File: config.mk
export PLATFORM = sky130hd
export DESIGN_NAME = lcd_fb_reader_flat
export DESIGN_NICKNAME = d
export VERILOG_FILES = /design/src/rtl/lcd_fb_reader_if.sv /design/src/rtl/lcd_fb_reader.sv /design/src/flat_wrapper.sv
export SDC_FILE = /design/constraint.sdc
export NUM_CORES = 1
export LEC_CHECK = 0
export CAP_MARGIN = 30
export CORE_AREA = 4 4 212 214
export DETAILED_ROUTE_END_ITERATION = 10
export DIE_AREA = 0 0 216 218
export GPL_TIMING_DRIVEN = 0
export PLACE_DENSITY = 0.6
export SLEW_MARGIN = 20
export SYNTH_ARGS = -nofsm -noshare
export SYNTH_HDL_FRONTEND = slang
export SYNTH_SLANG_ARGS = --single-unit
File: constraint.sdc
create_clock -name clk -period 3.4 [get_ports clk]
set_clock_uncertainty 0.15 [all_clocks]
set_input_delay 0.68 -clock clk [delete_from_list [all_inputs] [get_ports clk]]
set_output_delay 0.68 -clock clk [all_outputs]
set_load 0.02 [all_outputs]
File: src/rtl/lcd_fb_reader_if.sv
// Bundles the LCD-side pixel handshake and the SDRAM read port of lcd_fb_reader.
// master = the reader itself, slave = whatever drives it (SDRAM controller / LCD timing).
interface lcd_fb_reader_if;
    logic        en;
    logic        iFrame_Start;
    logic        iPixel_Req;
    logic [15:0] oPixel_Data;
    logic        oPixel_Valid;
    logic        oUnderrun;
    logic [23:0] oSDRAM_Rd_Addr;
    logic        oSDRAM_Rd_Req;
    logic [15:0] iSDRAM_Rd_Data1;
    logic [15:0] iSDRAM_Rd_Data2;
    logic [15:0] iSDRAM_Rd_Data3;
    logic [15:0] iSDRAM_Rd_Data4;
    logic        iSDRAM_Rd_Done;
    logic        oFrame_Done;

    modport master (
        input  en, iFrame_Start, iPixel_Req,
        input  iSDRAM_Rd_Data1, iSDRAM_Rd_Data2, iSDRAM_Rd_Data3, iSDRAM_Rd_Data4, iSDRAM_Rd_Done,
        output oPixel_Data, oPixel_Valid, oUnderrun, oSDRAM_Rd_Addr, oSDRAM_Rd_Req, oFrame_Done
    );

    modport slave (
        output en, iFrame_Start, iPixel_Req,
        output iSDRAM_Rd_Data1, iSDRAM_Rd_Data2, iSDRAM_Rd_Data3, iSDRAM_Rd_Data4, iSDRAM_Rd_Done,
        input  oPixel_Data, oPixel_Valid, oUnderrun, oSDRAM_Rd_Addr, oSDRAM_Rd_Req, oFrame_Done
    );
endinterface

File: src/rtl/lcd_fb_reader.sv
// Framebuffer reader: 4-word SDRAM bursts into a pixel FIFO, one pixel per LCD request (1-cycle latency).
// Bursts are only requested when the FIFO has room for all 4 words; an empty FIFO returns UNDERRUN_COLOR.
module lcd_fb_reader #(
    parameter int          H_PIXELS       = 480,
    parameter int          V_LINES        = 272,
    parameter logic [23:0] BASE_ADDR      = 24'h000000,
    parameter int          FIFO_DEPTH     = 16,
    parameter logic [15:0] UNDERRUN_COLOR = 16'h0000
) (
    input  logic             clk,
    input  logic             rst_n,
    lcd_fb_reader_if.master  bus
);
    localparam int TOTAL = H_PIXELS * V_LINES / 4;
    localparam int CNT_W = $clog2(TOTAL + 1);
    localparam int AW    = $clog2(FIFO_DEPTH);
    localparam int CW    = AW + 1;
    localparam logic [CW-1:0]    SPACE_MAX = CW'(FIFO_DEPTH - 4);
    localparam logic [CNT_W-1:0] CNT_END   = CNT_W'(TOTAL);

    typedef enum logic [1:0] {S_IDLE, S_FETCH, S_WAIT, S_DRAIN} state_t;

    state_t             state_q, state_d;
    logic [CNT_W-1:0]   cnt_q, cnt_d;
    logic [CW-1:0]      fill_q, fill_d;
    logic [AW-1:0]      wr_ptr_q, wr_ptr_d;
    logic [AW-1:0]      rd_ptr_q, rd_ptr_d;
    logic               req_q, req_d;
    logic [23:0]        addr_q, addr_d;
    logic [15:0]        pix_dat_q, pix_dat_d;
    logic               pix_vld_q, pix_vld_d;
    logic               underrun_q, underrun_d;
    logic               frame_done_q, frame_done_d;
    logic               push, pop, flush;
    logic [15:0]        mem_q [FIFO_DEPTH];
    logic [15:0]        burst [4];

    assign burst[0] = bus.iSDRAM_Rd_Data1;
    assign burst[1] = bus.iSDRAM_Rd_Data2;
    assign burst[2] = bus.iSDRAM_Rd_Data3;
    assign burst[3] = bus.iSDRAM_Rd_Data4;

    always_comb begin
        state_d      = state_q;
        cnt_d        = cnt_q;
        req_d        = req_q;
        addr_d       = addr_q;
        frame_done_d = 1'b0;
        push         = 1'b0;
        flush        = 1'b0;

        case (state_q)
            S_IDLE: begin
                if (bus.iFrame_Start) begin
                    flush   = 1'b1;
                    cnt_d   = '0;
                    state_d = S_FETCH;
                end
            end
            S_FETCH: begin
                if (bus.iFrame_Start) begin
                    flush = 1'b1;
                    cnt_d = '0;
                end else if (cnt_q == CNT_END) begin
                    frame_done_d = 1'b1;
                    state_d      = S_IDLE;
                end else if (bus.en && (fill_q <= SPACE_MAX)) begin
                    req_d   = 1'b1;
                    addr_d  = BASE_ADDR + (24'(cnt_q) << 2);
                    state_d = S_WAIT;
                end
            end
            S_WAIT: begin
                if (bus.iSDRAM_Rd_Done) begin
                    req_d   = 1'b0;
                    state_d = S_FETCH;
                    if (bus.iFrame_Start) begin
                        flush = 1'b1;
                        cnt_d = '0;
                    end else begin
                        push  = 1'b1;
                        cnt_d = cnt_q + CNT_W'(1);
                    end
                end else if (bus.iFrame_Start) begin
                    // SDRAM bursts cannot be aborted: keep the request up and discard the data later.
                    flush   = 1'b1;
                    cnt_d   = '0;
                    state_d = S_DRAIN;
                end
            end
            S_DRAIN: begin
                flush = bus.iFrame_Start;
                if (bus.iSDRAM_Rd_Done) begin
                    req_d   = 1'b0;
                    flush   = 1'b1;
                    cnt_d   = '0;
                    state_d = S_FETCH;
                end
            end
            default: state_d = S_IDLE;
        endcase

        pop        = bus.iPixel_Req && (fill_q != '0) && !flush;
        pix_vld_d  = bus.iPixel_Req;
        pix_dat_d  = pix_dat_q;
        if (pop) begin
            pix_dat_d = mem_q[rd_ptr_q];
        end else if (bus.iPixel_Req) begin
            pix_dat_d = UNDERRUN_COLOR;
        end
        underrun_d = bus.iFrame_Start ? 1'b0 : (underrun_q | (bus.iPixel_Req & !pop));

        if (flush) begin
            wr_ptr_d = '0;
            rd_ptr_d = '0;
            fill_d   = '0;
        end else begin
            rd_ptr_d = rd_ptr_q + AW'(pop);
            wr_ptr_d = wr_ptr_q + (push ? AW'(4) : AW'(0));
            fill_d   = fill_q + (push ? CW'(4) : CW'(0)) - CW'(pop);
        end
    end

    always_ff @(posedge clk) begin
        if (!rst_n) begin
            state_q      <= S_IDLE;
            cnt_q        <= '0;
            fill_q       <= '0;
            wr_ptr_q     <= '0;
            rd_ptr_q     <= '0;
            req_q        <= 1'b0;
            addr_q       <= BASE_ADDR;
            pix_dat_q    <= '0;
            pix_vld_q    <= 1'b0;
            underrun_q   <= 1'b0;
            frame_done_q <= 1'b0;
        end else begin
            state_q      <= state_d;
            cnt_q        <= cnt_d;
            fill_q       <= fill_d;
            wr_ptr_q     <= wr_ptr_d;
            rd_ptr_q     <= rd_ptr_d;
            req_q        <= req_d;
            addr_q       <= addr_d;
            pix_dat_q    <= pix_dat_d;
            pix_vld_q    <= pix_vld_d;
            underrun_q   <= underrun_d;
            frame_done_q <= frame_done_d;
        end
    end

    always_ff @(posedge clk) begin
        if (push) begin
            for (int i = 0; i < 4; i++) begin
                mem_q[wr_ptr_q + AW'(i)] <= burst[i];
            end
        end
    end

    assign bus.oPixel_Data    = pix_dat_q;
    assign bus.oPixel_Valid   = pix_vld_q;
    assign bus.oUnderrun      = underrun_q;
    assign bus.oSDRAM_Rd_Addr = addr_q;
    assign bus.oSDRAM_Rd_Req  = req_q;
    assign bus.oFrame_Done    = frame_done_q;
endmodule

File: src/flat_wrapper.sv
// flat-port wrapper written by rule: the top's interface ports become plain ports
module lcd_fb_reader_flat 
#(
    parameter int          H_PIXELS       = 480,
    parameter int          V_LINES        = 272,
    parameter logic [23:0] BASE_ADDR      = 24'h000000,
    parameter int          FIFO_DEPTH     = 16,
    parameter logic [15:0] UNDERRUN_COLOR = 16'h0000
)
  (clk, rst_n, bus_en, bus_iFrame_Start, bus_iPixel_Req, bus_iSDRAM_Rd_Data1, bus_iSDRAM_Rd_Data2, bus_iSDRAM_Rd_Data3, bus_iSDRAM_Rd_Data4, bus_iSDRAM_Rd_Done, bus_oPixel_Data, bus_oPixel_Valid, bus_oUnderrun, bus_oSDRAM_Rd_Addr, bus_oSDRAM_Rd_Req, bus_oFrame_Done);
  lcd_fb_reader_if bus_i ();
  input  logic clk;
  input  logic rst_n;
  input wire logic [$bits(bus_i.en)-1:0] bus_en;
  input wire logic [$bits(bus_i.iFrame_Start)-1:0] bus_iFrame_Start;
  input wire logic [$bits(bus_i.iPixel_Req)-1:0] bus_iPixel_Req;
  input wire logic [$bits(bus_i.iSDRAM_Rd_Data1)-1:0] bus_iSDRAM_Rd_Data1;
  input wire logic [$bits(bus_i.iSDRAM_Rd_Data2)-1:0] bus_iSDRAM_Rd_Data2;
  input wire logic [$bits(bus_i.iSDRAM_Rd_Data3)-1:0] bus_iSDRAM_Rd_Data3;
  input wire logic [$bits(bus_i.iSDRAM_Rd_Data4)-1:0] bus_iSDRAM_Rd_Data4;
  input wire logic [$bits(bus_i.iSDRAM_Rd_Done)-1:0] bus_iSDRAM_Rd_Done;
  output wire logic [$bits(bus_i.oPixel_Data)-1:0] bus_oPixel_Data;
  output wire logic [$bits(bus_i.oPixel_Valid)-1:0] bus_oPixel_Valid;
  output wire logic [$bits(bus_i.oUnderrun)-1:0] bus_oUnderrun;
  output wire logic [$bits(bus_i.oSDRAM_Rd_Addr)-1:0] bus_oSDRAM_Rd_Addr;
  output wire logic [$bits(bus_i.oSDRAM_Rd_Req)-1:0] bus_oSDRAM_Rd_Req;
  output wire logic [$bits(bus_i.oFrame_Done)-1:0] bus_oFrame_Done;
  assign bus_i.en = bus_en;
  assign bus_i.iFrame_Start = bus_iFrame_Start;
  assign bus_i.iPixel_Req = bus_iPixel_Req;
  assign bus_i.iSDRAM_Rd_Data1 = bus_iSDRAM_Rd_Data1;
  assign bus_i.iSDRAM_Rd_Data2 = bus_iSDRAM_Rd_Data2;
  assign bus_i.iSDRAM_Rd_Data3 = bus_iSDRAM_Rd_Data3;
  assign bus_i.iSDRAM_Rd_Data4 = bus_iSDRAM_Rd_Data4;
  assign bus_i.iSDRAM_Rd_Done = bus_iSDRAM_Rd_Done;
  assign bus_oPixel_Data = bus_i.oPixel_Data;
  assign bus_oPixel_Valid = bus_i.oPixel_Valid;
  assign bus_oUnderrun = bus_i.oUnderrun;
  assign bus_oSDRAM_Rd_Addr = bus_i.oSDRAM_Rd_Addr;
  assign bus_oSDRAM_Rd_Req = bus_i.oSDRAM_Rd_Req;
  assign bus_oFrame_Done = bus_i.oFrame_Done;
  lcd_fb_reader #(.H_PIXELS(H_PIXELS), .V_LINES(V_LINES), .BASE_ADDR(BASE_ADDR), .FIFO_DEPTH(FIFO_DEPTH), .UNDERRUN_COLOR(UNDERRUN_COLOR)) u_core (.clk(clk), .rst_n(rst_n), .bus(bus_i));
endmodule
-- Word level (Yosys, flattened, before mapping)
Memories as Yosys holds them, arrays and structs flattened. A register that Yosys moved wholly into a read port is not among the register bits.
Index checks and enable logic that the tools add are counted.
- reductions and logical operators: 18
- order comparisons: 1
- equality and inequality tests: 12
- multiplexer cells: 32
- add/subtract/negate cells: 8
- bitwise gates (word level): 6
- operators by type and width (cell ; number):
    2-to-1 mux 15 bit ; 4
    one-hot mux 15 bit (3 select lines) ; 1
    2-to-1 mux 16 bit ; 2
    adder 15 x 1 -> 15 bit (second input constant) ; 1
    == test 15 bit (second input constant) ; 1
    2-to-1 mux 2 bit ; 7
    2-to-1 mux 1 bit ; 12
    AND reduction 5 bit ; 2
    adder 4 x 2 -> 4 bit (second input constant) ; 2
    inequality test 2 bit (second input constant) ; 4
    one-hot mux 2 bit (4 select lines) ; 1
    OR reduction 2 bit ; 4
    2-to-1 mux 3 bit ; 2
    OR reduction 3 bit ; 2
    adder 5 bit ; 1
    less-or-equal comparator 5 x 4 -> 1 bit (second input constant) ; 1
    nonzero test 5 bit ; 1
    subtractor 5 x 1 -> 5 bit ; 1
    adder 4 x 1 -> 4 bit ; 1
    adder 4 x 1 -> 4 bit (second input constant) ; 1
    adder 4 bit ; 1
    == test 2 bit (second input constant) ; 2
    2-to-1 mux 4 bit ; 1
    inequality test 2 x 1 -> 1 bit (second input constant) ; 2
    other kinds (12) ; 20
- logic and storage cells: 89
- output and inout port bits: 44
- memories kept: 1
- bits in writable memories: 256
- register bits after elaboration: 65
- memory list (name ; depth ; bits a word ; rd ports ; clocked after memory_dff ; write ports ; RTL line ; source):
    u_core.mem_q ; 16 ; 16 ; 1 ; 1 ; 4 ; lcd_fb_reader.sv:35 ; logic [15:0] mem_q [FIFO_DEPTH];

-- Logic depth before layout (Yosys ltp)
- word-level depth: 8
- gate-level depth with buffers: 12
- depth with buffers taken out: 11

-- Worst setup path before layout
Ideal clock, no wire load.
- kind: input port to flip-flop
- from: in bus_iFrame_Start
- to: mem u_core.mem_q[4][0] (enable)
- setup time: 0.418 ns
- arrival time: 2.890 ns
- path slack: -0.059 ns
- data required time: 2.832 ns
- stages on the path: 9
- cell sequence: buf_2 > nor2b_2 > buf_6 > nand2_4 > nor2_1 > nand2_1 > buf_2 > buf_6 > inv_1
- RTL lines (item ; RTL line ; source):
    start, declared ; flat_wrapper.sv:15 ; input wire logic [$bits(bus_i.iFrame_Start)-1:0] bus_iFrame_Start;
    end, declared ; lcd_fb_reader.sv:35 ;

==> out/summary.txt <==
IR Drop Worst-Case VDD = 0.284 mV
Clock buffer depth = 3
Row count = 76
Design internal power = 6900 uW
Total power of the final layout = 8830 uW
DRC violation count after routing = 0
Via count of the first global-routing pass = 10.3k
Number of warnings issued by yosys = 0
Overall track demand over capacity in global routing = 18.2%
Final period util = 92.7%
Fin Setup TNS = 0 ns
Number of synthesized flops with an enable pin = 256
H-tree depth = 2
Final hold violation count = 0
Run status = finished clean
Worst path max stage delay = 0.57 ns
Post-Synthesis Mean Instance Area = 12.7 um2
Critical path data arrival time = 3.29 ns
Tightest Hold Check Type = reg2reg
Achievable Freq = 317 MHz
I/O Buffers = 102
Worst setup SP type = flop
Number of clock sinks = 319
Fraction of layout instances using a drive strength above 1 = 18.9%
Critical-path cell with the highest stage delay = sky130_fd_sc_hd__clkbuf_8
Worst Hold Slack = 0.298 ns
Sequential cell fraction of total power = 48.1%
Number of top-level pins = 114
Initial antenna violation count = 2
TritonCTS clock tree = built
Die height = 218 um
Proportion of netlist area held by the largest area contributor = 51.3%
Initial DRT Pass Iterations = 6
Post-synth ARST share = 0%
Tmin final = 3.15 ns
Worst-margin pin slew = 0.911 ns
Leading post-synthesis cells by cell area = sky130_fd_sc_hd__edfxtp_1 (51%), sky130_fd_sc_hd__dfxtp_1 (8.4%), sky130_fd_sc_hd__mux2_2 (7.1%), sky130_fd_sc_hd__nand2_1 (6.8%), sky130_fd_sc_hd__mux2i_1 (5.5%)
Syn Std Cell Area = 15000 um2
Endpoint required time on the critical path = 3.54 ns
Cells after Synth = 1178
Unique masters post-synth = 62
Endpoints failing setup = 0
Congestion Overflow GR = 0
Routed wire length = 43300 um
Critical Path, Cell by Cell = inv_1, ha_1, nor2b_2, buf_6, nand2_4, inv_2, nand2_1, nor2_2, buf_6, clkbuf_8, mux2_2
Final instance area = 18100 um2
Filler cells = 3985
Die footprint = 47100 um2
Wire length of the first global-routing pass = 64300 um
Sequential cell area fraction in the yosys report = 59.7%
Clock-pin slew of the registers on the worst-case setup and hold paths = 0.06 ns
RSZ-0062 raised after global routing = no
Most Frequent Cell on Critical Path = sky130_fd_sc_hd__buf_6
Number of nets in the final layout = 1421
Placer congestion estimate = 0.819
Sw Pwr = 1930 uW
Hold buffer count at cts = 0
Largest fanout on the critical path = 73
Top post-synthesis cells by count = sky130_fd_sc_hd__nand2_1 (272), sky130_fd_sc_hd__edfxtp_1 (256), sky130_fd_sc_hd__mux2_2 (95)
Library cell occupying the most area in the post-synthesis netlist = sky130_fd_sc_hd__edfxtp_1
Number of pins with negative max-slew slack in the final report = 0
Die W = 216 um
Area growth, synth to finish = 21.0%
Clock latency of the later-clocked register in the worst-skew pair = 0.54 ns
Dominant register cell in the synthesized netlist = sky130_fd_sc_hd__edfxtp_1
Placed Area = 16900 um2
Placed insts = 1878
Core area = 42900 um2
Endpoint type of the worst setup path = flop
Initial DRC count = 937
Number of standard cells in the final layout excluding fillers = 1948
Leakage power = 0.00610 uW
Most common cell in the netlist = sky130_fd_sc_hd__nand2_1
Worst slew margin relative to its limit = 39.3%
Initial core utilization = 34.9%
Via Count = 10.2k
Wire length per cell = 22.2 um
Reported max-cap violation count = 0
Switching part of the total power = 21.8%
Root cell of the clock tree = sky130_fd_sc_hd__clkbuf_16
Share of power burned in combinational logic = 5.9%
Number of buffers added by the clock tree synthesis step = 36
Number of nets still failing antenna checks after routing = 0
DPL Wire Length = 27800 um
Worst setup path category = reg2reg
Power per cell area = 487 nW/um2
Pin count of the biggest net entering global routing = 74
#FFs+latches synth = 319
Avg Vias per Cell = 5.26
Portion of total power attributed to the clock network = 46.0%
flip-flops by register name, indices dropped and copies added (netlist names):
signal / count
u_core.bus.oPixel_Data: 16
u_core.bus.oSDRAM_Rd_Addr: 15
u_core.bus.oPixel_Valid: 1
u_core.cnt_q: 15
u_core.state_q: 2
u_core.rd_ptr_q: 4
u_core.mem_q: 256
u_core.wr_ptr_q: 2
u_core.bus.oFrame_Done: 1
u_core.bus.oUnderrun: 1
u_core.fill_q: 5
u_core.bus.oSDRAM_Rd_Req: 1
layout make-up:
| cell class | count | area [um2] | area share (%) |
|---|---|---|---|
| Sequential cell | 319 | 8950 | 49.4 |
| Multi-Input combinational cell | 766 | 5500 | 30.3 |
| Timing Repair Buffer | 110 | 1150 | 6.34 |
| Clock buffer | 49 | 1030 | 5.69 |
| Tap cell | 585 | 732 | 4.04 |
| Buffer | 81 | 484 | 2.67 |
| Clock inverter | 17 | 196 | 1.08 |
| Inverter | 20 | 83.8 | 0.462 |
| Antenna cell | 1 | 2.50 | 0.0138 |
critical path: cells and delay by family, from the launching register on:
family                     cells  cell delay (ns)
adders and majority gates      1             0.25
muxes                          1             0.41
and+or+nand+nor                4             0.51
buffers and inverters          5             1.17
DFF                            1             0.35
worst paths after layout:
kind / start / endpoint / slack (ns) / cells past startpoint
max: u_core.state_q[0]$_SDFFE_PN0P_ / u_core.mem_q[9][7]$_DFFE_PP_ / 0.25 / 11
min: u_core.bus.oSDRAM_Rd_Addr[4]$_SDFFE_PN0P_ / u_core.bus.oSDRAM_Rd_Addr[4]$_SDFFE_PN0P_ / 0.30 / 2
max reg2reg: u_core.state_q[0]$_SDFFE_PN0P_ / u_core.mem_q[9][7]$_DFFE_PP_ / 0.25 / 11
min reg2reg: u_core.bus.oSDRAM_Rd_Addr[4]$_SDFFE_PN0P_ / u_core.bus.oSDRAM_Rd_Addr[4]$_SDFFE_PN0P_ / 0.30 / 2
logic make-up after synthesis:
logic type	share of synthesized area [%]
other	0.0250
muxes	17.6
adders and majority gates	1.47
AOI/OAI and AO/OA	5.64
DFF	59.7
xor gates and xnor gates	0.292
buffers and inverters	3.73
and+or+nand+nor	11.5
what timing repair did:
item	4_1_cts	5_1_grt
resized for setup	0	1
endpoints found under the setup margin	0	30
buffers inserted	0	1
metrics by stage:
step	worst slack (ns)	util [%]
2_1_floorplan	0.330	-
3_3_place_gp	-1.05	39.1
3_5_place_dp	-0.212	39.3
4_1_cts	0.0193	42.2
5_1_grt	0.0382	42.3
6_report	0.247	42.3
routing by layer:
layer	vias to the layer above	track usage [%]	wire length, um
li1	4677	-	-
met1	5090	24.5	18400
met2	402	29.4	20400
met3	73	4.22	3270
met4	2	5.57	1220
met5	-	0	11
power by group through the flow:
| stage | clock network [uW] | registers (uW) | logic, uW |
|---|---|---|---|
| floorplan | 0 | 4340 | 268 |
| detailed placement | 0 | 4330 | 516 |
| global placement | 0 | 4330 | 507 |
| global route | 4310 | 4250 | 568 |
| finish | 4060 | 4250 | 520 |
| CTS | 4150 | 4250 | 519 |
placed cells by master (no fill, tap or decap), types with 19 or more instances in the layout:
cell and count:
sky130_fd_sc_hd__buf_4 22, sky130_fd_sc_hd__nand3_1 22, sky130_fd_sc_hd__dfxtp_1 63, sky130_fd_sc_hd__nor2_1 38, sky130_fd_sc_hd__edfxtp_1 256, sky130_fd_sc_hd__buf_2 25, sky130_fd_sc_hd__mux2i_1 83, sky130_fd_sc_hd__a21oi_1 30
sky130_fd_sc_hd__mux4_2 32, sky130_fd_sc_hd__nand2_1 272, sky130_fd_sc_hd__clkdlybuf4s50_1 102, sky130_fd_sc_hd__o21ai_0 19, sky130_fd_sc_hd__clkbuf_16 37, sky130_fd_sc_hd__clkbuf_1 28, sky130_fd_sc_hd__mux2_2 95
No activity file was read; power rests on OpenSTA's default activity.
